**src/rtl/dmem_port_arbiter_if.sv**
```systemverilog
// ---------------------------------------------------------------------------
// dmem_port_arbiter_if
//   Bundles the pipeline (P) port, the debug/loader (D) port and the data RAM
//   port of the data-memory arbiter into one interface.
//
//   Signal summary (direction as seen by the arbiter):
//     p_req_i, p_addr_i[31:0], p_wdata_i[31:0], p_wmask_i[3:0]   in
//     p_gnt_o, p_stall_o, p_rvalid_o, p_rdata_o[31:0]            out
//     d_req_i, d_addr_i[31:0], d_wdata_i[31:0], d_wmask_i[3:0],
//     d_lock_i                                                   in
//     d_gnt_o, d_rvalid_o, d_rdata_o[31:0]                       out
//     mem_en_o, mem_addr_o[31:0], mem_wdata_o[31:0],
//     mem_wmask_o[3:0]                                           out
//     mem_rdata_i[31:0]                                          in
//
//   Modports:
//     slave  - the arbiter itself
//     master - the surrounding environment (requesters and the RAM)
// ---------------------------------------------------------------------------
interface dmem_port_arbiter_if;
    // pipeline memory stage
    logic        p_req_i;
    logic [31:0] p_addr_i;
    logic [31:0] p_wdata_i;
    logic [3:0]  p_wmask_i;
    logic        p_gnt_o;
    logic        p_stall_o;
    logic        p_rvalid_o;
    logic [31:0] p_rdata_o;
    // debug / loader master
    logic        d_req_i;
    logic [31:0] d_addr_i;
    logic [31:0] d_wdata_i;
    logic [3:0]  d_wmask_i;
    logic        d_lock_i;
    logic        d_gnt_o;
    logic        d_rvalid_o;
    logic [31:0] d_rdata_o;
    // data RAM
    logic        mem_en_o;
    logic [31:0] mem_addr_o;
    logic [31:0] mem_wdata_o;
    logic [3:0]  mem_wmask_o;
    logic [31:0] mem_rdata_i;

    modport slave (
        input  p_req_i, p_addr_i, p_wdata_i, p_wmask_i,
        output p_gnt_o, p_stall_o, p_rvalid_o, p_rdata_o,
        input  d_req_i, d_addr_i, d_wdata_i, d_wmask_i, d_lock_i,
        output d_gnt_o, d_rvalid_o, d_rdata_o,
        output mem_en_o, mem_addr_o, mem_wdata_o, mem_wmask_o,
        input  mem_rdata_i
    );

    modport master (
        output p_req_i, p_addr_i, p_wdata_i, p_wmask_i,
        input  p_gnt_o, p_stall_o, p_rvalid_o, p_rdata_o,
        output d_req_i, d_addr_i, d_wdata_i, d_wmask_i, d_lock_i,
        input  d_gnt_o, d_rvalid_o, d_rdata_o,
        input  mem_en_o, mem_addr_o, mem_wdata_o, mem_wmask_o,
        output mem_rdata_i
    );
endinterface

```
**src/rtl/dmem_port_arbiter.sv**
```systemverilog
// ---------------------------------------------------------------------------
// dmem_port_arbiter
//   Shares the single-port data RAM between the pipeline memory stage (P)
//   and the debug/loader master (D). P has fixed priority; D is protected
//   from starvation by a wait counter and may lock the port for multi-beat
//   bursts (bounded by LOCK_MAX). Read data returns to the issuing master
//   one cycle after its request was accepted.
//
//   Ports:
//     clk_i    - clock, all state changes on the rising edge
//     reset_i  - asynchronous, active-high reset
//     bus      - dmem_port_arbiter_if.slave: P port, D port and RAM port
//
//   Parameters:
//     MAX_WAIT - cycles D may wait behind P before it is force-granted
//     LOCK_MAX - max cycles D may hold the port in LOCKED
// ---------------------------------------------------------------------------
module dmem_port_arbiter #(
    parameter int MAX_WAIT = 4,
    parameter int LOCK_MAX = 16
) (
    input  logic                  clk_i,
    input  logic                  reset_i,
    dmem_port_arbiter_if.slave    bus
);

    localparam int WW = $clog2(MAX_WAIT + 1);
    localparam int LW = (LOCK_MAX > 2) ? $clog2(LOCK_MAX) : 1;

    localparam logic [WW-1:0] WAIT_MAX  = WW'(MAX_WAIT);
    localparam logic [WW-1:0] WAIT_ONE  = WW'(1);
    localparam logic [LW-1:0] LOCK_LAST = LW'(LOCK_MAX - 1);
    localparam logic [LW-1:0] LOCK_ONE  = LW'(1);

    localparam logic [1:0] ST_ARB     = 2'd0;
    localparam logic [1:0] ST_LOCKED  = 2'd1;
    localparam logic [1:0] ST_EXPIRED = 2'd2;

    logic [1:0]    state_q,    state_d;
    logic [WW-1:0] wait_cnt_q, wait_cnt_d;
    logic [LW-1:0] lock_cnt_q, lock_cnt_d;
    logic          p_rvalid_q, p_rvalid_d;
    logic          d_rvalid_q, d_rvalid_d;

    logic          p_gnt;
    logic          d_gnt;

    // Grants: purely combinational from registered state and current requests.
    // Forced low while reset is asserted so nothing reaches the RAM.
    always_comb begin
        p_gnt = 1'b0;
        d_gnt = 1'b0;
        if (!reset_i) begin
            if (state_q == ST_LOCKED) begin
                // Port reserved for D; idle cycles are not handed to P.
                d_gnt = bus.d_req_i;
            end else begin
                // ARB and EXPIRED arbitrate identically.
                d_gnt = bus.d_req_i & (~bus.p_req_i | (wait_cnt_q == WAIT_MAX));
                p_gnt = bus.p_req_i & ~d_gnt;
            end
        end
    end

    // Next-state, counters and read-valid tracking.
    always_comb begin
        state_d    = state_q;
        lock_cnt_d = lock_cnt_q;

        // In LOCKED d_gnt follows d_req, so this also clears wait_cnt there
        // and on the grant that enters LOCKED.
        if (bus.d_req_i && !d_gnt) begin
            wait_cnt_d = (wait_cnt_q == WAIT_MAX) ? wait_cnt_q : wait_cnt_q + WAIT_ONE;
        end else begin
            wait_cnt_d = '0;
        end

        case (state_q)
            ST_ARB: begin
                if (d_gnt && bus.d_lock_i) begin
                    state_d    = ST_LOCKED;
                    lock_cnt_d = '0;
                end
            end
            ST_LOCKED: begin
                lock_cnt_d = lock_cnt_q + LOCK_ONE;
                if (!bus.d_lock_i) begin
                    state_d = ST_ARB;
                end else if (lock_cnt_q == LOCK_LAST) begin
                    state_d = ST_EXPIRED;
                end
            end
            ST_EXPIRED: begin
                // Lock requests are ignored until D drops d_lock_i once, so
                // D cannot immediately re-lock and starve P.
                if (!bus.d_lock_i) begin
                    state_d = ST_ARB;
                end
            end
            default: begin
                state_d = ST_ARB;
            end
        endcase

        // Only reads return data; a write grant produces no rvalid.
        p_rvalid_d = p_gnt & (bus.p_wmask_i == 4'd0);
        d_rvalid_d = d_gnt & (bus.d_wmask_i == 4'd0);
    end

    always_ff @(posedge clk_i or posedge reset_i) begin
        if (reset_i) begin
            state_q    <= ST_ARB;
            wait_cnt_q <= '0;
            lock_cnt_q <= '0;
            p_rvalid_q <= 1'b0;
            d_rvalid_q <= 1'b0;
        end else begin
            state_q    <= state_d;
            wait_cnt_q <= wait_cnt_d;
            lock_cnt_q <= lock_cnt_d;
            p_rvalid_q <= p_rvalid_d;
            d_rvalid_q <= d_rvalid_d;
        end
    end

    // Requester-side outputs
    assign bus.p_gnt_o    = p_gnt;
    assign bus.p_stall_o  = bus.p_req_i & ~p_gnt;
    assign bus.p_rvalid_o = p_rvalid_q;
    assign bus.p_rdata_o  = bus.mem_rdata_i;
    assign bus.d_gnt_o    = d_gnt;
    assign bus.d_rvalid_o = d_rvalid_q;
    assign bus.d_rdata_o  = bus.mem_rdata_i;

    // RAM-side mux; everything is zero when nobody is granted.
    assign bus.mem_en_o    = p_gnt | d_gnt;
    assign bus.mem_addr_o  = d_gnt ? bus.d_addr_i  : (p_gnt ? bus.p_addr_i  : 32'd0);
    assign bus.mem_wdata_o = d_gnt ? bus.d_wdata_i : (p_gnt ? bus.p_wdata_i : 32'd0);
    assign bus.mem_wmask_o = d_gnt ? bus.d_wmask_i : (p_gnt ? bus.p_wmask_i : 4'd0);

endmodule

```
**src/flat_wrapper.sv**
```systemverilog
// flat-port wrapper written by rule: the top's interface ports become plain ports
module dmem_port_arbiter_flat 
#(
    parameter int MAX_WAIT = 4,
    parameter int LOCK_MAX = 16
)
  (clk_i, reset_i, bus_p_req_i, bus_p_addr_i, bus_p_wdata_i, bus_p_wmask_i, bus_p_gnt_o, bus_p_stall_o, bus_p_rvalid_o, bus_p_rdata_o, bus_d_req_i, bus_d_addr_i, bus_d_wdata_i, bus_d_wmask_i, bus_d_lock_i, bus_d_gnt_o, bus_d_rvalid_o, bus_d_rdata_o, bus_mem_en_o, bus_mem_addr_o, bus_mem_wdata_o, bus_mem_wmask_o, bus_mem_rdata_i);
  dmem_port_arbiter_if bus_i ();
  input  logic clk_i;
  input  logic reset_i;
  input wire logic [$bits(bus_i.p_req_i)-1:0] bus_p_req_i;
  input wire logic [$bits(bus_i.p_addr_i)-1:0] bus_p_addr_i;
  input wire logic [$bits(bus_i.p_wdata_i)-1:0] bus_p_wdata_i;
  input wire logic [$bits(bus_i.p_wmask_i)-1:0] bus_p_wmask_i;
  output wire logic [$bits(bus_i.p_gnt_o)-1:0] bus_p_gnt_o;
  output wire logic [$bits(bus_i.p_stall_o)-1:0] bus_p_stall_o;
  output wire logic [$bits(bus_i.p_rvalid_o)-1:0] bus_p_rvalid_o;
  output wire logic [$bits(bus_i.p_rdata_o)-1:0] bus_p_rdata_o;
  input wire logic [$bits(bus_i.d_req_i)-1:0] bus_d_req_i;
  input wire logic [$bits(bus_i.d_addr_i)-1:0] bus_d_addr_i;
  input wire logic [$bits(bus_i.d_wdata_i)-1:0] bus_d_wdata_i;
  input wire logic [$bits(bus_i.d_wmask_i)-1:0] bus_d_wmask_i;
  input wire logic [$bits(bus_i.d_lock_i)-1:0] bus_d_lock_i;
  output wire logic [$bits(bus_i.d_gnt_o)-1:0] bus_d_gnt_o;
  output wire logic [$bits(bus_i.d_rvalid_o)-1:0] bus_d_rvalid_o;
  output wire logic [$bits(bus_i.d_rdata_o)-1:0] bus_d_rdata_o;
  output wire logic [$bits(bus_i.mem_en_o)-1:0] bus_mem_en_o;
  output wire logic [$bits(bus_i.mem_addr_o)-1:0] bus_mem_addr_o;
  output wire logic [$bits(bus_i.mem_wdata_o)-1:0] bus_mem_wdata_o;
  output wire logic [$bits(bus_i.mem_wmask_o)-1:0] bus_mem_wmask_o;
  input wire logic [$bits(bus_i.mem_rdata_i)-1:0] bus_mem_rdata_i;
  assign bus_i.p_req_i = bus_p_req_i;
  assign bus_i.p_addr_i = bus_p_addr_i;
  assign bus_i.p_wdata_i = bus_p_wdata_i;
  assign bus_i.p_wmask_i = bus_p_wmask_i;
  assign bus_p_gnt_o = bus_i.p_gnt_o;
  assign bus_p_stall_o = bus_i.p_stall_o;
  assign bus_p_rvalid_o = bus_i.p_rvalid_o;
  assign bus_p_rdata_o = bus_i.p_rdata_o;
  assign bus_i.d_req_i = bus_d_req_i;
  assign bus_i.d_addr_i = bus_d_addr_i;
  assign bus_i.d_wdata_i = bus_d_wdata_i;
  assign bus_i.d_wmask_i = bus_d_wmask_i;
  assign bus_i.d_lock_i = bus_d_lock_i;
  assign bus_d_gnt_o = bus_i.d_gnt_o;
  assign bus_d_rvalid_o = bus_i.d_rvalid_o;
  assign bus_d_rdata_o = bus_i.d_rdata_o;
  assign bus_mem_en_o = bus_i.mem_en_o;
  assign bus_mem_addr_o = bus_i.mem_addr_o;
  assign bus_mem_wdata_o = bus_i.mem_wdata_o;
  assign bus_mem_wmask_o = bus_i.mem_wmask_o;
  assign bus_i.mem_rdata_i = bus_mem_rdata_i;
  dmem_port_arbiter #(.MAX_WAIT(MAX_WAIT), .LOCK_MAX(LOCK_MAX)) u_core (.clk_i(clk_i), .reset_i(reset_i), .bus(bus_i));
endmodule
```
**config.mk**
```make
export PLATFORM = sky130hd
export DESIGN_NAME = dmem_port_arbiter_flat
export DESIGN_NICKNAME = d
export VERILOG_FILES = /design/src/rtl/dmem_port_arbiter_if.sv /design/src/rtl/dmem_port_arbiter.sv /design/src/flat_wrapper.sv
export SDC_FILE = /design/constraint.sdc
export NUM_CORES = 1
export LEC_CHECK = 0
export ABC_AREA = 1
export CAP_MARGIN = 20
export CORE_AREA = 2 2 121 123
export DETAILED_ROUTE_END_ITERATION = 12
export DIE_AREA = 0 0 123 125
export PLACE_DENSITY_LB_ADDON = 0.12
export SLEW_MARGIN = 25
export SYNTH_ARGS = -nofsm -noshare
export SYNTH_HDL_FRONTEND = slang
export SYNTH_SLANG_ARGS = --single-unit
```
**constraint.sdc**
```tcl
create_clock -name clk_i -period 2.1 [get_ports clk_i]
set_input_delay 0.21 -clock clk_i [delete_from_list [all_inputs] [get_ports clk_i]]
set_output_delay 0.21 -clock clk_i [all_outputs]
set_load 0.01 [all_outputs]
```
Word-level counts from Yosys, hierarchy flattened
Index checks and enable logic that the tools add are counted.
{"block": "word_totals", "regBits": 11, "latchBits": 0, "ram_bits": 0, "rom_bits": 0, "input_bits": 173, "out_inout_bits": 138, "elab_cells": 53, "n_memories": 0}
{"block": "op_classes", "add_sub_neg": 2, "mul": 0, "div": 0, "magnitude_cmp": 0, "eq_ne": 8, "n_shift": 0, "n_mux": 19, "bitwise_logic": 10, "reduce_logical": 9}
{"op": "$mux 32", "count": 4}
{"op": "$mux 4", "count": 3}
{"op": "$logic_not 4->1", "count": 2}
{"op": "$mux 2", "count": 4}
{"op": "$pmux 4 s2", "count": 1}
{"op": "$mux 3", "count": 2}
{"op": "$pmux 2 s3", "count": 1}
{"op": "$and 1x1->1", "count": 5}
{"op": "$add 4x1->4 const B", "count": 1}
{"op": "$eq 4x4->1 const B", "count": 1}
{"op": "$mux 1", "count": 4}
{"op": "$ne 2x2->1 const B", "count": 2}
{"op": "$add 3x1->3 const B", "count": 1}
{"op": "$eq 3x3->1 const B", "count": 1}
{"op": "$ne 3x3->1 const B", "count": 1}
{"op": "$not 1->1", "count": 3}
{"op": "$reduce_and 3->1", "count": 1}
{"op": "$eq 2x1->1 const B", "count": 1}
{"op": "$eq 2x2->1 const B", "count": 1}
{"op": "$logic_and 1x1->1", "count": 2}
{"op": "$logic_not 2->1", "count": 1}
{"op": "$ne 2x1->1 const B", "count": 1}
{"op": "$or 1x1->1", "count": 2}
{"op": "$reduce_and 2->1", "count": 1}
{"op": "other kinds (2)", "count": 2}

Longest topological paths before layout
{"block": "logic_depth", "word_depth": 9, "depth_mapped": 11, "mapped_depth_nobuf": 9}

Worst setup path after synthesis
OpenSTA, ideal clock, no wires.
{"block": "synth_timing", "path_kind": "register -> output", "start": "register u_core.wait_cnt_q[0]", "end": "output port bus_mem_addr_o[0]", "arrival_time_ns": 1.410, "t_required_ns": 1.890, "slack_ns": 0.480, "stages_incl_launch_ff": 12, "n_path_buf": 2, "cell_sequence": "dfrtp_1 > inv_1 > ha_1 > nand2_1 > nand2_1 > nand2_1 > nand2_2 > inv_2 > buf_12 > buf_12 > nand2_2 > nand2_1"}
{"block": "synth_between", "elab_chain_cells": 9, "word_cells_on_any_way": 11, "classes_between": "eq/ne: 1; mux: 6; bitwise: 4"}
{"item": "start: declaration", "line": "dmem_port_arbiter.sv:40", "rtl": "logic [WW-1:0] wait_cnt_q, wait_cnt_d;"}
{"item": "start signal: assignment", "line": "dmem_port_arbiter.sv:119", "rtl": "wait_cnt_q <= wait_cnt_d;"}
{"item": "$eq 3x3->1 (*)", "line": "dmem_port_arbiter.sv:59", "rtl": "d_gnt = bus.d_req_i & (~bus.p_req_i | (wait_cnt_q == WAIT_MAX));"}
{"item": "$or 1x1->1 (*)", "line": "dmem_port_arbiter.sv:59"}
{"item": "$and 1x1->1 (*)", "line": "dmem_port_arbiter.sv:59"}
{"item": "$not 1->1", "line": "dmem_port_arbiter.sv:60", "rtl": "p_gnt = bus.p_req_i & ~d_gnt;"}
{"item": "$and 1x1->1", "line": "dmem_port_arbiter.sv:60"}
{"item": "$mux 1", "line": "dmem_port_arbiter.sv:54", "rtl": "if (state_q == ST_LOCKED) begin"}
{"item": "$mux 1", "line": "dmem_port_arbiter.sv:53", "rtl": "if (!reset_i) begin"}
{"item": "$mux 32", "line": "dmem_port_arbiter.sv:137", "rtl": "assign bus.mem_addr_o = d_gnt ? bus.d_addr_i : (p_gnt ? bus.p_addr_i : 32'd0);"}
{"item": "$mux 32 (*)", "line": "dmem_port_arbiter.sv:137"}
{"item": "end: declaration", "line": "flat_wrapper.sv:28", "rtl": "output wire logic [$bits(bus_i.mem_addr_o)-1:0] bus_mem_addr_o;"}
Every way passes the cells marked *; elsewhere a longest branch is shown, timed or not.

Final worst setup path
{"block": "layout_timing", "start": "register u_core.wait_cnt_q[1]", "end": "output port bus_mem_addr_o[1]"}
The elaborated chain is that of the path after synthesis.

==> reports/metrics.cfg <==
[clocking]
root_buffer=clkbuf_16
holdBufCountCts=0
htree_levels=1
cts_tree=done
cts_buffers=3
cts.sinks=11
clk_latency_ps=240
path_clk_slew_ps=40
cts_max_path_buffers=2

[status]
status=finished clean

[power_and_ir_drop]
power.switching_mw=0.486
seqPwrFrac_pct=19.5
powerDensity_mw_per_mm2=364
leakagePower_nw=2.10
comb_power_share_pct=57.5
switching_share_pct=32.2
peakVddDrop_uv=224
finalPower_mw=1.51
intPower_mw=1.02
clkPwrFrac_pct=23.0

[critical_path]
timing.rr.start=u_core.wait_cnt_q[1]
cp_max_fo=13
rrSetupSlack_ps=740
r2r-end=u_core.lock_cnt_q[2]
max_stage_delay_ps=380
cp-end-kind=output port
cp.arrival_ps=1840
cp_slowest_cell=dfrtp_1
crit_family=buffers and inverters
worstPathCellList=inv_2 > ha_4 > nand2_2 > nand2_1 > nand2_1 > nand2_2 > inv_6 > buf_4 > buf_16 > nand2_2 > nand2_1 > dlygate4sd2_1
cp_data_required_time_ps=1890
criticalPathCategory=flop to output port
cp_num_buf_inv=5
startpoint_type=flop
ff2ff_path_depth=8

[place]
hpwlAfterDp_mm=7.28
io_buffer_count=214
dp_cells=699
globalplace.congestion=0.816

[sta]
setup_viol_count_final=0
drv_slew=0
tightestPinTransition_ps=498
whs_ps=413
fmax_mhz=487
maxSlewHeadroom_pct=66.8
rsz0062_at_grt=true
fin_skew_ps=1.75
min_period_ps=2050
setup-tns-final_ps=0
hold_viol_final=0
period_share_pct=97.8

[final_layout]
drive_gt1_share_pct=17.9
final_util_pct=29.2
area_growth_pct=102
nFillCells=1553
nets=707
finalNonFillerCells=714
diodes=0

[synthesis]
syn-cell-area_mm2=0.00206
synth_edf_count=0
postSynthRegisterBits=11
syn_area_per_cell_um2=5.70
synth.largest_area_cell=nand2_1
synth.area.top_cells=nand2_1 35%, buf_4 24%, dfrtp_1 13%, nand2_2 6.7%, buf_12 2.9%
synth_top_cell_area_share_pct=35.2
syn_inst=361
synthMostInstantiatedCell=nand2_1
yosysSeqAreaShare_pct=13.4
synth.net_count=537
synthArstFlopShare_pct=100
ys.flop_type=dfrtp_1
synth_cell_types=24
synthTopCellsByCount=193 x nand2_1, 65 x buf_4, 22 x nand2_2
ys_warn_count=0

[die]
die_h_um=125
initial_core_util_pct=14.5
die_area_mm2=0.0154
die_w_um=123
coreArea_mm2=0.0142
ios=311
num_rows=44

[drt]
initialDrtViolationCount=45
final_antenna_net_count=0
drc=0
routed_wl_mm=9.38
wl_per_cell_um=13.1
first_pass_iters=4
vias_per_cell=3.73
vias=2664

[global_route]
overflow=0
grt_max_degree=21
track_usage_pct=11.2
antenna_found_initial=0
grt_pass1_wl_mm=13.5
grt_pass1_vias=2569

[worst_hold_path]
hp-class=primary input to async pin

[run]
drv_cap=0

==> layer usage <==
metal  vias up  global-route usage [%]  wire length (µm)  part of all wire, %
li1       1362                       -                 -                    -
met3        19                    4.15              1180                   13
met4         0                    1.87               104                  1.1
met2       157                    21.2              4630                   49
met5         -                       0                 0                    0
met1      1126                    11.7              3470                   37
==> registers in the layout (all words and copies together), names as in the netlist <==
register / cells
u_core.bus.d_rvalid_o: 1
u_core.lock_cnt_q: 4
u_core.bus.p_rvalid_o: 1
u_core.state_q: 2
u_core.wait_cnt_q: 3
==> power groups by stage <==
| stage | combinational (mW) | clock (mW) | sequential [mW] |
|---|---|---|---|
| 2_1_floorplan | 0.437 | 0 | 0.291 |
| 3_3_place_gp | 0.865 | 0 | 0.297 |
| 3_5_place_dp | 0.867 | 0 | 0.297 |
| 4_1_cts | 0.883 | 0.358 | 0.294 |
| 5_1_grt | 0.955 | 0.368 | 0.302 |
| 6_report | 0.868 | 0.347 | 0.295 |
==> cells by family (layout without fill, tap and decap cells) <==
logic type               after synthesis  in the layout  share of synthesized area, %
AND/OR/NAND/NOR                      241            241                          48.8
buffers and inverters                 94            263                          32.8
flip-flops                            11             11                          13.4
AO/OA/AOI/OAI                         10             10                          2.43
adder cells (fa/ha/maj)                3              3                          1.82
XOR/XNOR                               2              2                         0.851
==> worst max path at each step <==
stage                               from           endpoint  slack, ps  depth (start not counted)
floorplan           u_core.wait_cnt_q[0]  bus_mem_addr_o[0]        480                         11
global placement             bus_p_req_i  bus_mem_addr_o[3]       -200                          9
detailed placement           bus_p_req_i  bus_mem_addr_o[3]       -250                          9
CTS                    u_core.state_q[0]  bus_mem_addr_o[0]         10                         10
global route           u_core.state_q[1]  bus_mem_addr_o[1]        -50                         11
finish              u_core.wait_cnt_q[1]  bus_mem_addr_o[1]         50                         12
==> cells in the final DEF (no fill, tap or decap), types with 4 or more instances in the layout <==
| cell type | netlist | routed |
|---|---|---|
| o21ai_0 | 6 | 6 |
| inv_2 | 4 | 4 |
| buf_12 | 3 | 6 |
| clkbuf_2 | 0 | 22 |
| nand2_1 | 193 | 192 |
| a21oi_1 | 4 | 4 |
| inv_1 | 12 | 10 |
| dlygate4sd2_1 | 0 | 21 |
| nand3_1 | 10 | 10 |
| nand2_2 | 22 | 22 |
| buf_2 | 8 | 5 |
| clkdlybuf4s15_1 | 0 | 23 |
| nor2_1 | 8 | 7 |
| buf_4 | 65 | 17 |
| clkdlybuf4s50_1 | 0 | 142 |
| dfrtp_1 | 11 | 11 |
==> stage by stage <==
stage          worst slack, ps  instance area [µm²]
3_3_place_gp              -204                 3990
3_5_place_dp              -246                 3990
5_1_grt                  -50.9                 4150
6_report                  47.1                 4150
2_1_floorplan              480                 2060
4_1_cts                   12.7                 4210
==> final cells by class <==
| type | instances | area (µm²) | area share (%) |
|---|---|---|---|
| flip-flops and latches | 11 | 275 | 6.63 |
| multi-input cells | 256 | 1130 | 27.2 |
| inverters | 16 | 70.1 | 1.69 |
| repair buffers | 243 | 2370 | 57.0 |
| well taps | 184 | 230 | 5.54 |
| clock buffers | 4 | 78.8 | 1.90 |
==> repair_timing <==
action	in CTS	in global routing
buffers inserted	6	1
setup endpoints to repair	72	52
gates resized for setup	115	62
pin swaps	5	0
cloned	4	0
hold endpoints to repair	0	0
No activity file was read; power rests on OpenSTA's default activity.
